==> config.mk <==
export PLATFORM = sky130hd
export DESIGN_NAME = vga_capture_packer
export DESIGN_NICKNAME = d
export VERILOG_FILES = /design/src/rtl/vga_capture_packer.sv
export SDC_FILE = /design/constraint.sdc
export NUM_CORES = 1
export LEC_CHECK = 0
export CAP_MARGIN = 20
export CORE_MARGIN = 2
export CORE_UTILIZATION = 45
export DETAILED_ROUTE_END_ITERATION = 8
export GPL_ROUTABILITY_DRIVEN = 0
export PLACE_DENSITY = 0.7
export SLEW_MARGIN = 15
export SYNTH_ARGS = -nofsm -noshare
export SYNTH_HDL_FRONTEND = slang
export SYNTH_SLANG_ARGS = --single-unit
==> constraint.sdc <==
create_clock -name fclk -period 5.8 [get_ports fclk]
set_clock_uncertainty 0.05 [all_clocks]
set_input_delay 1.45 -clock fclk [delete_from_list [all_inputs] [get_ports fclk]]
set_output_delay 1.45 -clock fclk [all_outputs]
set_load 0.01 [all_outputs]
==> src/rtl/vga_capture_packer.sv <==
// Captures a VGA-timed RGB stream, packs pixel pairs into 64-bit words and
// presents them on a first-word-fall-through valid/ready output FIFO.
module vga_capture_packer #(
    parameter int unsigned H_ACTIVE   = 640,
    parameter int unsigned V_ACTIVE   = 480,
    parameter int unsigned FIFO_DEPTH = 16
) (
    input  logic        fclk,
    input  logic        rst,
    input  logic        start,
    input  logic        stop,
    input  logic        pix_en,
    input  logic        vs_n,
    input  logic        de,
    input  logic [7:0]  red,
    input  logic [7:0]  green,
    input  logic [7:0]  blue,
    output logic [63:0] dout,
    output logic        dout_valid,
    input  logic        dout_ready,
    output logic        frame_start,
    output logic        frame_done,
    output logic        busy,
    output logic        overflow,
    output logic        short_frame,
    output logic [15:0] frame_cnt,
    output logic [15:0] drop_cnt
);

    localparam int unsigned TOTAL = H_ACTIVE * V_ACTIVE;
    localparam int unsigned CW    = $clog2(TOTAL);
    localparam int unsigned AW    = $clog2(FIFO_DEPTH);
    localparam logic [CW-1:0] LAST    = CW'(TOTAL - 1);
    localparam logic [AW:0]   DEPTH_C = (AW + 1)'(FIFO_DEPTH);

    typedef enum logic [1:0] {StIdle, StArmed, StCapture} state_t;

    state_t        state_q, state_d;
    logic          vs_n_q;
    logic          vs_rise, take;
    logic [CW-1:0] pix_cnt_q, pix_cnt_d;
    logic [23:0]   lo_q, lo_d;
    logic          stop_pend_q, stop_pend_d;
    logic          wr_valid_q, wr_valid_d;
    logic [63:0]   wr_data_q, wr_data_d;
    logic          frame_start_q, frame_start_d;
    logic          frame_done_q, frame_done_d;
    logic [15:0]   frame_cnt_q, frame_cnt_d;
    logic          short_q, short_d;
    logic          clr_sticky;

    logic [63:0]   mem [FIFO_DEPTH];
    logic [AW-1:0] rd_ptr_q, wr_ptr_q;
    logic [AW:0]   count_q, count_d, avail;
    logic          dout_valid_q, valid_d;
    logic          pop, push, drop;
    logic          overflow_q;
    logic [15:0]   drop_cnt_q;

    assign vs_rise = pix_en & vs_n & ~vs_n_q;
    assign take    = pix_en & de;

    always_comb begin
        state_d       = state_q;
        pix_cnt_d     = pix_cnt_q;
        lo_d          = lo_q;
        stop_pend_d   = stop_pend_q;
        wr_valid_d    = 1'b0;
        wr_data_d     = wr_data_q;
        frame_start_d = 1'b0;
        frame_done_d  = 1'b0;
        frame_cnt_d   = frame_cnt_q;
        short_d       = short_q;
        clr_sticky    = 1'b0;
        unique case (state_q)
            StIdle: begin
                if (start) begin
                    state_d    = StArmed;
                    clr_sticky = 1'b1;
                    short_d    = 1'b0;
                end
            end
            StArmed: begin
                if (stop) begin
                    state_d     = StIdle;
                    stop_pend_d = 1'b0;
                end else if (vs_rise) begin
                    state_d       = StCapture;
                    frame_start_d = 1'b1;
                    pix_cnt_d     = '0;
                end
            end
            StCapture: begin
                if (stop) stop_pend_d = 1'b1;
                if (vs_rise) begin
                    // Early vsync: flush any held pixel and restart the frame.
                    short_d   = 1'b1;
                    pix_cnt_d = '0;
                    if (pix_cnt_q[0]) begin
                        wr_valid_d = 1'b1;
                        wr_data_d  = {32'h0, 8'h0, lo_q};
                    end
                    if (stop || stop_pend_q) begin
                        state_d     = StIdle;
                        stop_pend_d = 1'b0;
                    end else begin
                        frame_start_d = 1'b1;
                    end
                end else if (take) begin
                    if (!pix_cnt_q[0]) begin
                        lo_d = {red, green, blue};
                    end else begin
                        wr_valid_d = 1'b1;
                        wr_data_d  = {8'h0, red, green, blue, 8'h0, lo_q};
                    end
                    if (pix_cnt_q == LAST) begin
                        frame_done_d = 1'b1;
                        frame_cnt_d  = frame_cnt_q + 16'd1;
                        pix_cnt_d    = '0;
                        if (stop || stop_pend_q) begin
                            state_d     = StIdle;
                            stop_pend_d = 1'b0;
                        end else begin
                            state_d = StArmed;
                        end
                    end else begin
                        pix_cnt_d = pix_cnt_q + CW'(1);
                    end
                end
            end
            default: state_d = StIdle;
        endcase
    end

    always_ff @(posedge fclk or posedge rst) begin
        if (rst) begin
            state_q       <= StIdle;
            vs_n_q        <= 1'b1;
            pix_cnt_q     <= '0;
            lo_q          <= '0;
            stop_pend_q   <= 1'b0;
            wr_valid_q    <= 1'b0;
            wr_data_q     <= '0;
            frame_start_q <= 1'b0;
            frame_done_q  <= 1'b0;
            frame_cnt_q   <= '0;
            short_q       <= 1'b0;
        end else begin
            state_q       <= state_d;
            if (pix_en) vs_n_q <= vs_n;
            pix_cnt_q     <= pix_cnt_d;
            lo_q          <= lo_d;
            stop_pend_q   <= stop_pend_d;
            wr_valid_q    <= wr_valid_d;
            wr_data_q     <= wr_data_d;
            frame_start_q <= frame_start_d;
            frame_done_q  <= frame_done_d;
            frame_cnt_q   <= frame_cnt_d;
            short_q       <= short_d;
        end
    end

    // dout_valid follows the stored count one cycle late, giving FWFT its extra cycle.
    always_comb begin
        pop     = dout_valid_q & dout_ready;
        push    = wr_valid_q & ((count_q < DEPTH_C) | pop);
        drop    = wr_valid_q & ~push;
        count_d = count_q + {{AW{1'b0}}, push} - {{AW{1'b0}}, pop};
        avail   = count_q - {{AW{1'b0}}, pop};
        valid_d = (avail != '0);
    end

    always_ff @(posedge fclk) begin
        if (push) mem[wr_ptr_q] <= wr_data_q;
    end

    always_ff @(posedge fclk or posedge rst) begin
        if (rst) begin
            rd_ptr_q     <= '0;
            wr_ptr_q     <= '0;
            count_q      <= '0;
            dout_valid_q <= 1'b0;
            overflow_q   <= 1'b0;
            drop_cnt_q   <= '0;
        end else begin
            if (push) wr_ptr_q <= wr_ptr_q + AW'(1);
            if (pop)  rd_ptr_q <= rd_ptr_q + AW'(1);
            count_q      <= count_d;
            dout_valid_q <= valid_d;
            if (clr_sticky) overflow_q <= 1'b0;
            if (drop) overflow_q <= 1'b1;
            if (drop && drop_cnt_q != 16'hFFFF) drop_cnt_q <= drop_cnt_q + 16'd1;
        end
    end

    assign dout        = dout_valid_q ? mem[rd_ptr_q] : 64'h0;
    assign dout_valid  = dout_valid_q;
    assign frame_start = frame_start_q;
    assign frame_done  = frame_done_q;
    assign busy        = (state_q != StIdle);
    assign overflow    = overflow_q;
    assign short_frame = short_q;
    assign frame_cnt   = frame_cnt_q;
    assign drop_cnt    = drop_cnt_q;

endmodule
# == After elaboration in Yosys (flattened, before gate mapping) ==
# Memories as Yosys holds them, arrays and structs flattened.
# Index checks and enable logic that the tools add are counted.
# classes
n_addsub,8
n_mul,0
n_div,0
order_cmp,1
n_eq_ne,13
n_shift,0
n_mux,49
bitwise,11
n_reduce_logical,16
# ops
cell,count
64-bit two-way mux,5
19-bit two-way mux,5
19-bit case mux with 2 select lines,1
16-bit by 1-bit adder with 16-bit output (second input constant),2
1-bit two-way mux,27
19-bit by 1-bit adder with 19-bit output (second input constant),1
19-bit == test (second input constant),1
16-bit != test (second input constant),1
2-bit two-way mux,7
3-bit != test (second input constant),4
4-bit AND reduction,3
2-bit != test (second input constant),5
2-bit nonzero test,5
5-bit by 1-bit subtractor with 5-bit output,2
4-bit by 1-bit adder with 4-bit output (second input constant),2
1-bit AND,6
1-bit case mux with 2 select lines,3
2-bit case mux with 3 select lines,1
3-bit AND reduction,2
5-bit by 1-bit adder with 5-bit output,1
5-bit < comparator (second input constant),1
5-bit AND reduction,1
5-bit nonzero test,1
1-bit NOT,4
7 further kinds,7
# word_totals
ff_bits,162
latchBits,0
mem_bits_rw,1024
mem_bits_ro,0
input_bits,32
elab_cells,116
n_memories,1
# mem_list
name,words,word_bits,read_ports,rd_ports_with_merged_regs,wr,line,text
mem,16,64,1,0,1,52,logic [63:0] mem [FIFO_DEPTH];

# == Longest topological paths before layout ==
# logic_depth
word_depth,6
ltp_mapped,13
depth_no_buf,13

# == Worst setup path before layout ==
# OpenSTA, ideal clock, no wires.
# synth_path
path_type,in2reg
from,in dout_ready
to,"mem mem[3][0], enable pin"
setup_time_ns,0.513
t_arrival_ns,5.499
path_slack_ns,-0.261
cell_stages,4
path_cell_list,nand2_1 > a21boi_1 > nand2_1 > nor3_1
# synth_between
elab_chain_cells,5
# synth_rtl
item,line,text
from (decl),20,"input logic dout_ready,"
1-bit AND,165,pop = dout_valid_q & dout_ready;
1-bit bitwise OR,166,push = wr_valid_q & ((count_q < DEPTH_C) | pop);
1-bit AND,166,
1-bit two-way mux,174,if (push) mem[wr_ptr_q] <= wr_data_q;
1-bit two-way mux (implied by the code),174,
to (decl),52,
# Every way passes these cells.

# == Worst setup path after layout ==
# layout_path
from,reg rd_ptr_q[1]
to,out dout[55]
# layout_between
elab_chain_cells,2
# layout_rtl
item,line,text
from (decl),53,"logic [AW-1:0] rd_ptr_q, wr_ptr_q;"
from (signal assigned),187,if (pop) rd_ptr_q <= rd_ptr_q + AW'(1);
memory 16 x 64 bit,--,
64-bit two-way mux,196,assign dout = dout_valid_q ? mem[rd_ptr_q] : 64'h0;
to (decl),18,"output logic [63:0] dout,"
# Every way passes these cells.

==> qor.yml <==
die:
  die_h_um: 286
  coreArea_um2: 78900
  start_util_pct: 45.4
  rows: 103
  boundaryPins: 134
  die_area_um2: 81800
  die_w_um: 286
clock_tree:
  root_buffer: "clkbuf_16"
  cts-htree-levels: 3
  cts.sinks: 914
  post_cts_buffers: 0
  cts_tree: "built"
  cts-resized-gates: 0
  holdBufCountCts: 0
  clkTransAtPathRegs_ns: 0.06
  clockBufferDepth: 3
  cts_buffers: 93
  insertion_delay_ns: 0.66
timing:
  setup_tns_ns: 0
  max_freq_mhz: 192
  tightest_slew_ns: 1.13
  drv_slew: 0
  slew_headroom_pct: 24.3
  holdWs_ns: 0.417
  setup_viol_count_final: 0
  rsz0062_at_grt: "false"
  hold_viol: 0
  fin_crit_sh_pct: 89.7
  fin_crit_ns: 5.20
grt:
  grt_use_total_pct: 19.3
  grt_pass1_vias: 18955
  grt_pass1_wl_um: 118000
  antenna_found_initial: 7
  grt-ovfl-total: 0
  grt_max_degree: 93
synth:
  synth_common_cells: "edfxtp_1, mux4_2, nand2_1"
  synth-main-ff-cell: "edfxtp_1"
  ys_async_sr_fraction_pct: 16.0
  synth_area_leaders: "edfxtp_1, mux4_2, dfrtp_1, mux2i_1, nand2_1"
  yosysWarnings: 0
  yosys_register_bits: 914
  synth_top_area_share_pct: 64.5
  yosys.area.top_type: "edfxtp_1"
  yosysSeqAreaShare_pct: 74.7
  syn_area_um2: 35800
  synth-edff-count: 768
  synth_cell_types: 58
  synthCells: 1863
  syn_area_per_cell_um2: 19.2
  yosysMostFrequentCell: "edfxtp_1"
power_and_ir_drop:
  irDropWorstVdd_uv: 274
  p_leak_nw: 14.2
  power_density_nw_per_um2: 479
  finalPower_mw: 20.0
critical_path:
  startpoint: "rd_ptr_q[1]"
  critical_path_arrival_ns: 3.70
  r2r-start: "dout_valid"
  startpoint_type: "register"
  cp.required_ns: 4.30
  crit_chain: "buf_4, mux4_2, mux2i_1, o22ai_1, clkdlybuf4s50_1"
  path_buf_inv: 2
  endpoint_kind: "primary output"
  cp_slowest_cell: "dfrtp_4"
  cp_top_family: "buffers and inverters"
  max_stage_delay_ns: 1.10
  crit_type: "reg2out"
  worst-path-max-fanout: 61
route:
  drt_first_pass_iters: 6
  postRouteAntennaNets: 0
  vias: 18087
  drtIter0Drc: 1635
  wl_per_cell_um: 24.7
  drc: 0
  wl_um: 78100
  via_per_inst: 5.72
layout:
  layout-drive-gt1-share_pct: 21.3
  fillers: 6041
  seq_area_um2: 26700
  fin_nets: 2081
  multi_input_area_um2: 8670
  stdcell_count: 3162
  syn2layout_area_growth_pct: 16.8
  design_area_um2: 41800
status:
  status: "finished clean"
min_path:
  hold_path.class: "reg2reg"
  holdCritStartpoint: "lo_q[3]"
place:
  hpwl_um: 46300
  dp_cells: 2983
  numPortBuffers: 117
  place_area_um2: 38600
job:
  drv_cap: 0
## worst paths after layout
path	slack [ns]	end	cells after the start
worst min register to register	0.42	wr_data_q[3]	2
worst max-delay path	0.60	dout[55]	5
worst min-delay path	0.42	wr_data_q[3]	2
min in group asynchronous	1.34	overflow	2
worst max register to register	2.65	mem[14][1]	5
max in group asynchronous	3.34	wr_data_q[43]	3
## worst register-to-register path, delay by kind of cell, from the launching register on
family	cells	cell delay [ns]
buffers and inverters	1	0.41
AO/OA/AOI/OAI	1	0.59
AND/OR/NAND/NOR	3	1.33
flip-flops	1	0.46
## layout make-up
cell class                      count  area share (%)
Tap cell                         1050            3.14
Clock inverter                     45            1.36
Antenna cell                        3          0.0180
Clock buffer                      131            6.40
Timing Repair Buffer              163            4.14
Inverter                           29           0.272
Multi-Input combinational cell    827            20.7
Sequential cell                   914            63.9
## cells by family (layout without fill, tap and decap cells)
group	after synthesis	count (layout)	synth area share [%]
flops	914	914	74.7
mux	320	320	15.8
simple gates	299	299	3.91
buf+inv	137	368	1.70
compound gates	130	130	2.19
xor+xnor	41	41	1.00
fa+ha+maj	21	21	0.755
other cells	1	19	0.0105
## metrics by stage
step / util (%) / worst slack [ns]
2_1_floorplan: - / 0.379
3_3_place_gp: 48.9 / 1.26
3_5_place_dp: 48.9 / 1.19
4_1_cts: 53.0 / 0.548
5_1_grt: 53.0 / 0.402
6_report: 53.0 / 0.595
## metal layers
| metal | global-route usage (%) | up-vias | wire length, um |
|---|---|---|---|
| met5 | 0 | - | 55 |
| li1 | - | 7738 | - |
| met2 | 30.9 | 716 | 37600 |
| met4 | 5.14 | 8 | 1670 |
| met1 | 26.4 | 9497 | 32500 |
| met3 | 4.99 | 128 | 6270 |
## sequential cells by signal, summed over array words and instances (netlist names), 2 cells and up
signal     flops
mem          768
frame_cnt     16
state_q        2
pix_cnt_q     19
rd_ptr_q       4
lo_q          24
drop_cnt      16
wr_ptr_q       4
count_q        5
wr_data_q     48
## power by group
part | internal, mW | switching, mW
combinational | 2.52 | 2.32
sequential | 7.99 | 1.05
clock | 3.65 | 2.51
## cells in the final DEF (no fill, tap or decap), types with 17 or more instances in the layout
master	n
mux4_2	192
xnor2_1	27
clkinv_2	18
o22ai_1	48
o21ai_0	48
nand2_1	159
dfrtp_1	142
nor2_1	24
buf_12	17
nand4_1	20
clkbuf_16	97
mux2i_1	98
mux2_2	30
ha_1	20
buf_4	29
clkbuf_1	22
clkdlybuf4s50_1	117
inv_1	27
edfxtp_1	768
Power figures use the tool's default switching activity.
